### src/rtl/arbitro_mux_3in.sv
// arbitro_mux_3in: round-robin owner of the shared 3-input mux (Req/Last per A,B,C in bits 2,1,0; Gnt one-hot, Sel drives the mux, Valido beat present, Ocupado path granted)
module arbitro_mux_3in #(
  parameter int MAX_BEATS = 8,
  parameter int CW = 4
) (
  input  logic       clk,
  input  logic       reset_n,
  input  logic [2:0] Req,
  input  logic [2:0] Last,
  input  logic       Listo,
  output logic [2:0] Gnt,
  output logic [1:0] Sel,
  output logic       Valido,
  output logic       Ocupado
);
  typedef enum logic {IDLE, GRANT} state_t;
  state_t state_q, state_d;
  logic [2:0] gnt_q, gnt_d;
  logic [1:0] sel_q, sel_d, ptr_q, ptr_d, n1, n2, pick;
  logic [CW-1:0] cnt_q, cnt_d;
  logic go, acc, rel;
  always_comb begin
    n1 = ptr_q == 2'd0 ? 2'd2 : ptr_q - 2'd1;
    n2 = n1 == 2'd0 ? 2'd2 : n1 - 2'd1;
    pick = Req[n1] ? n1 : Req[n2] ? n2 : ptr_q;
    go = state_q == IDLE && |Req;
    Valido = state_q == GRANT && Req[sel_q];
    acc = Valido && Listo;
    rel = state_q == GRANT && (!Req[sel_q] || (acc && (Last[sel_q] || cnt_q == CW'(MAX_BEATS - 1))));
    state_d = go ? GRANT : rel ? IDLE : state_q;
    gnt_d = go ? 3'b001 << pick : rel ? 3'b000 : gnt_q;
    sel_d = go ? pick : sel_q;
    ptr_d = rel ? sel_q : ptr_q;
    cnt_d = go ? '0 : acc ? cnt_q + CW'(1) : cnt_q;
  end
  always_ff @(posedge clk or negedge reset_n)
    if (!reset_n) begin
      state_q <= IDLE;
      gnt_q <= '0;
      sel_q <= '0;
      ptr_q <= 2'd0;
      cnt_q <= '0;
    end else begin
      state_q <= state_d;
      gnt_q <= gnt_d;
      sel_q <= sel_d;
      ptr_q <= ptr_d;
      cnt_q <= cnt_d;
    end
  assign Gnt = gnt_q;
  assign Sel = sel_q;
  assign Ocupado = state_q == GRANT;
endmodule

### config.mk
export PLATFORM = sky130hd
export DESIGN_NAME = arbitro_mux_3in
export DESIGN_NICKNAME = d
export VERILOG_FILES = /design/src/rtl/arbitro_mux_3in.sv
export SDC_FILE = /design/constraint.sdc
export NUM_CORES = 1
export LEC_CHECK = 0
export ABC_CLOCK_PERIOD_IN_PS = 2000
export CORE_MARGIN = 2
export CORE_UTILIZATION = 48
export CTS_CLUSTER_SIZE = 30
export DETAILED_ROUTE_END_ITERATION = 10
export PLACE_DENSITY = 0.76
export SKIP_LAST_GASP = 1
export SYNTH_ARGS = -nofsm -noshare
export SYNTH_HDL_FRONTEND = slang
export SYNTH_SLANG_ARGS = --single-unit
### constraint.sdc
create_clock -name clk -period 2 [get_ports clk]
set_clock_uncertainty 0.1 [all_clocks]
set_input_delay 0.4 -clock clk [delete_from_list [all_inputs] [get_ports clk]]
set_output_delay 0.4 -clock clk [all_outputs]
set_load 0.1 [all_outputs]
==> out/results.tsv <==
stage	metric	value	unit
outcome	status	finished clean	
global_routing	grt.total_usage	23.5	%
routing	ant_nets	0	
clock_network	cts.sinks	12	
global_routing	gr-total-overflow	0	
floorplanning	die_h	43.8	microns
cells_and_area	drive_gt1_share	32.4	%
cells_and_area	finalInstanceArea	1130	sq um
floorplanning	die-width	43.8	microns
timing	setup_viol	0	
timing	slew_headroom	63.0	%
logic_synthesis	synthDistinctLibCells	32	
setup_path	required	1.50	ns
cells_and_area	antennaDiodeCount	0	
placement	placed_area	1050	sq um
routing	wl	2020	microns
routing	drt_iter0_drc	13	
clock_network	clock_latency	0.28	ns
timing	hold_viol	0	
floorplanning	io_pins	16	
logic_synthesis	synth-seq-area-share	39.5	%
routing	via_per_inst	5.82	
floorplanning	rows	14	
logic_synthesis	syn_inst	82	
setup_path	endpoint_kind	primary output	
floorplanning	dieArea	1920	sq um
logic_synthesis	synth.area.top_cells	dfrtp_1, ha_1, nand2_1	
floorplanning	initial_core_util	51.1	%
logic_synthesis	synth_area	761	sq um
run	max_cap_viol_count	0	
timing	tightest_slew	0.553	ns
logic_synthesis	synth_common_cells	dfrtp_1, nand2_1, inv_1	
timing	layout_setup_ws	0.0999	ns
global_routing	first_global_vias	696	
routing	wire_per_inst	15.9	microns
routing	post-route-drc-count	0	
logic_synthesis	synth_nets	94	
clock_network	h-tree-depth	1	
timing	fin_crit	1.90	ns
global_routing	grt_pass1_wl	3150	microns
setup_path	critPathMaxFanout	6	
timing	period_share	95.0	%
power	power.total	0.00214	W
hold_path	min_path_type	primary input to asynchronous set/reset pin	
global_routing	antenna_found_initial	0	
power	power_density	1900	nW/um^2
setup_path	crit_path_start_kind	flop	
clock_network	clkTransAtPathRegs	0.08	ns
clock_network	cts_inserted_buffers	3	
routing	firstDrtPassIters	4	
logic_synthesis	synth_top_area_share	39.5	%
logic_synthesis	yosysWarnings	0	
floorplanning	fp.coreArea	1490	sq um
placement	routabilityCongestion	0.880	
timing	hold_slack	0.369	ns
setup_path	arrival	1.40	ns
placement	port_buffers	15	
clock_network	cts_tree	yes	
logic_synthesis	synth_seq_cells	12	
clock_network	root_buffer	clkbuf_4	
clock_network	clk_path_buf_depth	2	
logic_synthesis	synth_edf_count	0	
power	irDropWorstVdd	1300	uV
routing	vias	739	
global_routing	grt_max_degree	13	
placement	pre_cts_ws	-0.0767	ns
power	power.leakage	0.506	nW
logic_synthesis	synthFlopType	dfrtp_1	
placement	hpwl	1400	microns
cells_and_area	layout.nets	124	
logic_synthesis	async_flop_share	100	%
timing	fmax	0.526	GHz
cells_and_area	syn_to_final_growth	48.5	%
logic_synthesis	synth_most_common_cell	dfrtp_1	
logic_synthesis	postSynthAreaPerCell	9.28	sq um
timing	drv_slew	0	
logic_synthesis	synth_area_leader_cell	dfrtp_1	
setup_path	path_class	flop to primary output	
[power by group]
group | internal [W] | switching [W] | leakage (nW)
clock | 0.000111 | 0.0000858 | 0.0210
sequential | 0.000324 | 0.000130 | 0.152
combinational | 0.000631 | 0.000860 | 0.332
total | 0.00107 | 0.00108 | 0.506
[area by class of cell]
| class | count | area (sq um) |
|---|---|---|
| clock buffers | 4 | 36.3 |
| fillers | 98 | 359 |
| inverters | 7 | 26.3 |
| multi-input cells | 62 | 440 |
| flip-flops and latches | 12 | 304 |
| well taps | 16 | 20.0 |
| repair buffers | 26 | 303 |
[cells in the final DEF (no fill, tap or decap), types with 2 or more instances in the layout]
master and n:
nand3b_1 4, buf_4 11, o21ai_0 3, dfrtp_1 9, o21ai_1 3, buf_12 7
clkbuf_4 3, inv_1 6, clkdlybuf4s50_1 5, nor2_1 6, a32o_1 2, dfrtp_2 3
nand2_1 10, mux2i_1 2, dlygate4sd2_1 2, nor2_2 2, or2_1 2, nand2b_1 2
xor2_1 2, a21oi_1 5
[metrics by stage]
step	util [%]	std cells	TNS (ns)
6_report	75.9	127	0
5_1_grt	75.9	127	-0.0131
4_1_cts	72.6	123	0
3_5_place_dp	70.3	119	-0.235
3_3_place_gp	70.3	119	-0.0561
2_1_floorplan	-	82	0
[worst max-delay path, stage by stage, from the launching register on]
cell	delay (ns)
dfrtp_2	0.46
mux2i_2	0.17
o21ai_2	0.14
and2_4	0.17
buf_12	0.17
[registers in the layout, summed over array words and instances, names as in the netlist]
name,count
cnt_q,4
ptr_q,2
Sel,2
Ocupado,1
Gnt,3
[metal layers]
layer | wire length (microns) | vias to the layer above | track usage [%] | share of wire (%)
li1 | - | 352 | - | -
met1 | 874 | 355 | 28.5 | 43
met2 | 1020 | 30 | 37.6 | 51
met3 | 108 | 2 | 6.25 | 5.4
met4 | 14 | 0 | 13.3 | 0.69
met5 | 0 | - | 0 | 0
[logic make-up (layout without fill, tap and decap cells)]
logic type | count (synthesis) | after routing | share of synthesized area [%]
and+or+nand+nor | 32 | 32 | 21.7
muxes | 3 | 3 | 4.44
DFF | 12 | 12 | 39.5
adders and majority gates | 3 | 3 | 4.93
AOI/OAI and AO/OA | 21 | 21 | 21.1
xor gates and xnor gates | 3 | 3 | 3.45
buffers and inverters | 8 | 37 | 4.93
[final timing paths]
path                       slack [ns]              endpoint  cells past startpoint                  from
setup / recovery                  0.1                Valido                      4    Sel[0]$_DFFE_PN0P_
hold / removal                   0.37  cnt_q[0]$_DFFE_PN0P_                      1               reset_n
setup reg to reg                 0.14    Gnt[0]$_DFFE_PN0P_                      7  ptr_q[1]$_DFFE_PN0P_
hold reg to reg                  0.47  cnt_q[3]$_DFFE_PN0P_                      2  cnt_q[3]$_DFFE_PN0P_
max in group asynchronous        1.02  ptr_q[0]$_DFFE_PN0P_                      1               reset_n
min in group clk                 0.47  cnt_q[3]$_DFFE_PN0P_                      2  cnt_q[3]$_DFFE_PN0P_
[what timing repair did]
item / 4_1_cts / 5_1_grt
endpoints found under the setup margin: 1 / 5
resized for setup: 2 / 5
buffers inserted: 0 / 4
hold buffers: 0 / 0
Note: power is estimated with default switching activity, not from simulation.
